### config.mk
export PLATFORM = sky130hd
export DESIGN_NAME = uart_rx
export DESIGN_NICKNAME = d
export VERILOG_FILES = /design/src/rtl/uart_rx.sv
export SDC_FILE = /design/constraint.sdc
export NUM_CORES = 1
export LEC_CHECK = 0
export CAP_MARGIN = 20
export CORE_MARGIN = 4
export CORE_UTILIZATION = 49
export CTS_CLUSTER_SIZE = 10
export DETAILED_ROUTE_END_ITERATION = 8
export HOLD_SLACK_MARGIN = 0.12
export PLACE_DENSITY = 0.85
export SYNTH_ARGS = -nofsm -noshare
export SYNTH_HDL_FRONTEND = slang
export SYNTH_SLANG_ARGS = --single-unit
### constraint.sdc
create_clock -name clk -period 1.4 [get_ports clk]
set_input_delay 0.28 -clock clk [delete_from_list [all_inputs] [get_ports clk]]
set_output_delay 0.28 -clock clk [all_outputs]
set_load 0.01 [all_outputs]
### src/rtl/uart_rx.sv
// uart_rx: 8N1 serial receiver driven by the shared 16x baud tick (brg_en).
// RX is synchronized, the start bit is confirmed at mid-bit, data and stop bits
// are sampled at their centres, and completed bytes are offered with rdy/clr_rdy.
// Optional build macro UART_RX_MAJORITY_EN: each sample becomes a 2-of-3 vote over
// the last three baud ticks so single-tick glitches on the line are rejected.
module uart_rx #(
    parameter int DATA_BITS   = 8,
    parameter int SYNC_STAGES = 2
) (
    input  logic                 clk,
    input  logic                 rst_n,
    input  logic                 RX,
    input  logic                 brg_en,
    input  logic                 clr_rdy,
    output logic [DATA_BITS-1:0] rx_data,
    output logic                 rdy,
    output logic                 framing_err,
    output logic                 overrun
);

    typedef enum logic [1:0] {
        IDLE  = 2'd0,
        START = 2'd1,
        DATA  = 2'd2,
        STOP  = 2'd3
    } state_t;

    state_t                 state_q, state_d;
    logic [SYNC_STAGES-1:0] sync_q, sync_d;
    logic [3:0]             baud_cnt_q, baud_cnt_d;
    logic [3:0]             bit_cnt_q, bit_cnt_d;
    logic [DATA_BITS-1:0]   shift_q, shift_d;
    logic [DATA_BITS-1:0]   rx_data_q, rx_data_d;
    logic                   rdy_q, rdy_d;
    logic                   framing_err_q, framing_err_d;
    logic                   overrun_q, overrun_d;
    logic                   rx_s;
    logic                   sample_val;

    assign rx_s = sync_q[SYNC_STAGES-1];

`ifdef UART_RX_MAJORITY_EN
    logic [1:0] hist_q, hist_d;

    // Remember rx_s from the two previous baud ticks for the 2-of-3 vote.
    always_comb begin
        hist_d = hist_q;
        if (brg_en) begin
            hist_d = {hist_q[0], rx_s};
        end
    end

    // Vote history register; idles high like the line itself.
    always_ff @(posedge clk) begin
        if (!rst_n) begin
            hist_q <= 2'b11;
        end else begin
            hist_q <= hist_d;
        end
    end

    assign sample_val = (hist_q[1] & hist_q[0]) | (hist_q[1] & rx_s) | (hist_q[0] & rx_s);
`else
    assign sample_val = rx_s;
`endif

    // Next-state logic: synchronizer shift, frame FSM, output flags and handshake.
    always_comb begin
        state_d       = state_q;
        sync_d        = {sync_q[SYNC_STAGES-2:0], RX};
        baud_cnt_d    = baud_cnt_q;
        bit_cnt_d     = bit_cnt_q;
        shift_d       = shift_q;
        rx_data_d     = rx_data_q;
        rdy_d         = rdy_q;
        framing_err_d = framing_err_q;
        overrun_d     = overrun_q;

        if (clr_rdy) begin
            rdy_d     = 1'b0;
            overrun_d = 1'b0;
        end

        case (state_q)
            IDLE: begin
                baud_cnt_d = 4'd0;
                if (!rx_s) begin
                    state_d = START;
                end
            end
            START: begin
                if (brg_en) begin
                    if (baud_cnt_q == 4'd7) begin
                        baud_cnt_d = 4'd0;
                        if (!sample_val) begin
                            state_d   = DATA;
                            bit_cnt_d = 4'd0;
                        end else begin
                            state_d = IDLE;
                        end
                    end else begin
                        baud_cnt_d = baud_cnt_q + 4'd1;
                    end
                end
            end
            DATA: begin
                if (brg_en) begin
                    if (baud_cnt_q == 4'd15) begin
                        baud_cnt_d = 4'd0;
                        shift_d    = {sample_val, shift_q[DATA_BITS-1:1]};
                        if (bit_cnt_q == 4'(DATA_BITS - 1)) begin
                            state_d = STOP;
                        end else begin
                            bit_cnt_d = bit_cnt_q + 4'd1;
                        end
                    end else begin
                        baud_cnt_d = baud_cnt_q + 4'd1;
                    end
                end
            end
            STOP: begin
                if (brg_en) begin
                    if (baud_cnt_q == 4'd15) begin
                        baud_cnt_d = 4'd0;
                        state_d    = IDLE;
                        if (sample_val) begin
                            rx_data_d     = shift_q;
                            rdy_d         = 1'b1;
                            framing_err_d = 1'b0;
                            overrun_d     = rdy_q & ~clr_rdy;
                        end else begin
                            framing_err_d = 1'b1;
                        end
                    end else begin
                        baud_cnt_d = baud_cnt_q + 4'd1;
                    end
                end
            end
            default: begin
                state_d = IDLE;
            end
        endcase
    end

    // State register with synchronous active-low reset; a reset aborts any frame.
    always_ff @(posedge clk) begin
        if (!rst_n) begin
            state_q       <= IDLE;
            sync_q        <= '1;
            baud_cnt_q    <= 4'd0;
            bit_cnt_q     <= 4'd0;
            shift_q       <= '0;
            rx_data_q     <= '0;
            rdy_q         <= 1'b0;
            framing_err_q <= 1'b0;
            overrun_q     <= 1'b0;
        end else begin
            state_q       <= state_d;
            sync_q        <= sync_d;
            baud_cnt_q    <= baud_cnt_d;
            bit_cnt_q     <= bit_cnt_d;
            shift_q       <= shift_d;
            rx_data_q     <= rx_data_d;
            rdy_q         <= rdy_d;
            framing_err_q <= framing_err_d;
            overrun_q     <= overrun_d;
        end
    end

    assign rx_data     = rx_data_q;
    assign rdy         = rdy_q;
    assign framing_err = framing_err_q;
    assign overrun     = overrun_q;

endmodule

# Yosys cells after proc, flatten, opt, wreduce, memory -nomap -nowiden
# Cells that the tools add are included.
word_totals:
  register_bits: 31
  latch_bits: 0
  ramBits: 0
  rom_bits: 0
  input_bits: 5
  out_inout_bits: 11
  word_cells: 72
  n_memories: 0
classes:
  n_addsub: 2
  multipliers: 0
  div: 0
  magnitude_cmp: 0
  n_eq_ne: 17
  shift: 0
  mux: 33
  n_bitwise: 2
  n_reduce_logical: 9
ops:
  columns: ["cell", "n"]
  rows:
  - ["$mux 4", 10]
  - ["$ne 2x2->1 const B", 10]
  - ["$mux 2", 9]
  - ["$pmux 4 s3", 1]
  - ["$mux 1", 11]
  - ["$add 4x1->4 const B", 2]
  - ["$eq 4x3->1 const B", 2]
  - ["$pmux 2 s4", 1]
  - ["$pmux 4 s2", 1]
  - ["$reduce_and 8->1", 1]
  - ["$reduce_and 7->1", 1]
  - ["$reduce_and 3->1", 2]
  - ["$eq 2x2->1 const B", 2]
  - ["$eq 4x4->1 const B", 1]
  - ["$reduce_and 4->1", 1]
  - ["$eq 2x1->1 const B", 1]
  - ["$logic_not 2->1", 1]
  - ["$ne 2x1->1 const B", 1]
  - ["$reduce_and 2->1", 1]
  - ["$reduce_bool 2->1", 1]
  - ["$reduce_or 2->1", 1]
  - ["$and 1x1->1", 1]
  - ["$not 1->1", 1]

# Depth between registers and ports, before layout
logic_depth:
  depth_word: 6
  depth_mapped: 6
  depth_no_buf: 5

# Worst setup path after synthesis
# OpenSTA, ideal clock, no wires.
synth_path:
  path_kind: "register -> register"
  startpoint: "reg baud_cnt_q[0]"
  endpoint: "reg overrun_q (netlist: overrun)"
  setup_time_ns: 0.080
  arrival_time_ns: 1.349
  required_ns: 1.320
  slack_ns: -0.029
  stages_incl_launch_ff: 7
  path_buffers: 1
  synth_period_minus_slack_ns: 1.429
  path_cell_list: "dfxtp_1 > ha_1 > and4_4 > nand4_4 > buf_8 > mux2i_1 > nor3b_1"
synth_via:
  elab_chain_cells: 4
synth_lines:
  columns: ["element", "line_no", "rtl"]
  rows:
  - ["from (decl)", "30", "logic [3:0] baud_cnt_q, baud_cnt_d;"]
  - ["from (signal assigned)", "160", "baud_cnt_q <= baud_cnt_d;"]
  - ["$eq 4x4->1", "123", "if (baud_cnt_q == 4'd15) begin"]
  - ["$mux 1", "123", null]
  - ["$mux 1", "122", "if (brg_en) begin"]
  - ["$mux 1", "84", "case (state_q)"]
  - ["to (signal assigned)", "166", "overrun_q <= overrun_d;"]
  - ["to (decl)", "36", "logic overrun_q, overrun_d;"]
# Every way passes these cells.
# A chain may end at the register's enable or synchronous reset.

# Worst setup path in the final report
layout_path:
  startpoint: "reg baud_cnt_q[1]"
  endpoint: "reg framing_err_q (netlist: framing_err)"
layout_via:
  elab_chain_cells: 2
layout_lines:
  columns: ["element", "line_no", "rtl"]
  rows:
  - ["$eq 4x4->1", "123", null]
  - ["$reduce_and 3->1 (no line)", null, null]
  - ["to (signal assigned)", "165", "framing_err_q <= framing_err_d;"]
  - ["to (decl)", "35", "logic framing_err_q, framing_err_d;"]
# Every way passes these cells.

==> flow_summary.ini <==
[run_status]
status = finished with violations
violations = setup timing

[timing]
maxSlewViolCount = 0
fmax_ghz = 0.711
rsz0062_at_grt = true
min_period_ns = 1.41
tns_ns = -0.00593
tightestPinTransition_ns = 0.459
setup_viol = 1
fin_ws_ns = -0.00593
hold_ws_ns = 0.452
hold_violations = 0
finalCritPeriodShare_pct = 100
slew_headroom_pct = 69.1
fin_skew_ns = 0.00451

[clock_tree]
clockBufferDepth = 2
clkSinkCount = 31
clkLatencyLatePin_ns = 0.33
cts_tree = yes
clockRootBuffer = clkbuf_4
ctsHoldBuffers = 0
cts_buffers = 5
path_clk_slew_ns = 0.09
htree_num_levels = 2

[place]
dp_hpwl_mm = 2.06
gp_congestion = 0.775
io_buffers = 15
placed_cells_incl_taps = 192
place_area_mm2 = 0.00160

[worst_setup_path]
cp.arrival_ns = 1.64
critical_path_class = register to register
path_depth = 6
r2r_cells = 6
crit_path_max_fanout = 4
slowest_delay_ns = 0.34
cp_slowest_cell = dfxtp_2
required_ns = 1.63
r2r_setup_slack_ns = -0.006
crit_path_end_kind = register
path_common_cell = buf_4
rr_endpoint = framing_err
r2r-start = baud_cnt_q[1]
critical-path-top-delay-family = flip-flops
path_cells = ha_4 -> and4_4 -> buf_4 -> buf_4 -> a31o_2 -> and3_4
path_buf_inv = 2
start_kind = register

[flow_run]
drv_cap = 0

[drt]
ant_nets = 0
drc = 0
viasPerCell = 5.54
drt_pass1_iterations = 4
drtIter0Drc = 17
drt-wirelength-per-cell_um = 13.6
vias = 1142
wl_mm = 2.80

[final_layout]
final_cell_mix = dfxtp_1 (28), nand2_1 (21), buf_4 (14)
fin_nets = 182
seq_area_um2 = 624
drive_above_1_share_pct = 22.7
diodes = 0
final_common_cell = dfxtp_1
final_area_mm2 = 0.00173
fill_cells = 211
syn_to_final_growth_pct = 26.0
multiInputGateArea_um2 = 732
fin_cells = 206

[floorplanning]
start_util_pct = 53.6
die_w_um = 61
die-area_mm2 = 0.00372
std_cell_rows = 18
pin_count = 16
core-area_mm2 = 0.00257
die_y_um = 61

[synthesis]
ys_async_sr_fraction_pct = 0
synthTopCellsByArea = dfxtp_1 (45%), mux2i_1 (8.7%), nand2_1 (6.3%)
yosys_warnings = 0
yosys.area.top_type_share_pct = 45.1
yosysSeqAreaShare_pct = 45.1
synth.distinct_cells = 35
synth.avg_cell_area_um2 = 9.62
synthCells = 143
syn_nets = 150
yosysTopAreaCell = dfxtp_1
synth_flop_cell = dfxtp_1
synth_edf_count = 0
ys_seq_elements = 31
synth_area_mm2 = 0.00138

[global_routing]
grt_max_degree = 17
antenna_found_initial = 0
grt_pass1_vias = 1149
track_usage_pct = 17.5
grt_pass1_wl_mm = 4.79
overflow = 0

[hold_path]
hold_class = register to register
holdPathEnd = sync_q[1]
holdPathStages = 1
hold_start = sync_q[0]

[power_and_ir_drop]
irDropWorstVdd_uv = 656
p_leak_nw = 0.744
total_power_w = 0.00144
power.density_mw_per_mm2 = 830
[cells in the mapped netlist (2+ instances only)]
cell type  number
nand2_1        23
buf_2           2
o21ai_0         4
a21oi_1         2
nor2b_1         9
mux2i_1        12
dfxtp_1        31
buf_8           2
xnor2_1         2
a22oi_1         2
o311a_1         2
ha_1            2
nand3_1         5
nor2_1          4
nor3b_1         2
and3_1          3
nand3b_1        2
a21boi_0        9
a31oi_1         2
nand2b_1        6
clkbuf_1        3
[cells by family after synthesis]
kind of cell               Yosys count  synth area share [%]
AOI/OAI and AO/OA                   24                  12.5
buffers and inverters                9                  4.82
and+or+nand+nor                     62                  25.2
muxes                               12                  8.73
DFF                                 31                  45.1
xor gates and xnor gates             3                  1.91
adders and majority gates            2                  1.82
[sequential cells by signal, summed over array words and instances (netlist names), named ones only]
register and count:
rx_data 8, shift_q 8, baud_cnt_q 4, bit_cnt_q 4
sync_q 2, framing_err 1, overrun 1, rdy 1
state_q 1
[layout make-up]
| cell class | instances | share of cell area, % |
|---|---|---|
| flip-flops and latches | 31 | 36.0 |
| clock inverters | 1 | 0.289 |
| multi-input cells | 103 | 42.2 |
| inverters | 1 | 0.216 |
| repair buffers | 33 | 16.5 |
| well taps | 30 | 2.16 |
| clock buffers | 7 | 2.60 |
[timing repair]
item / in CTS / in global routing
setup endpoints to repair: 32 / 24
pin swaps: 2 / 2
cloned: 0 / 0
gates resized for setup: 15 / 10
buffers inserted: 4 / 2
[worst max-delay path by stage]
stage	startpoint	slack, ns	to
finish	baud_cnt_q[1]	-0.006	framing_err
global route	register	-0.08	bit_cnt_q[1]
CTS	baud_cnt_q[1]	-0.01	rx_data[0]
detailed placement	brg_en	-0.37	overrun
global placement	brg_en	-0.30	overrun
floorplan	baud_cnt_q[0]	0.007	overrun
[per-layer routing]
metal  share of wire, %  wire [um]  track usage (%)
met1                 41       1140             19.3
met2                 50       1400             30.2
met3                7.1        198             5.74
met4                2.3         63             8.67
met5                  0          0                0
[report_power, final]
group          leakage (nW)  switching (W)  internal, W
clock                0.0293       0.000297     0.000195
combinational         0.463      0.0000226    0.0000323
sequential            0.252     0.00000715     0.000886
[metrics by stage]
stage,utilization (%),setup slack (ns)
3_3_place_gp,62.2,-0.297
4_1_cts,65.2,-0.0149
2_1_floorplan,-,0.00698
3_5_place_dp,62.2,-0.370
6_report,67.5,-0.00593
5_1_grt,67.5,-0.0804
Note: power is estimated with default switching activity, not from simulation.
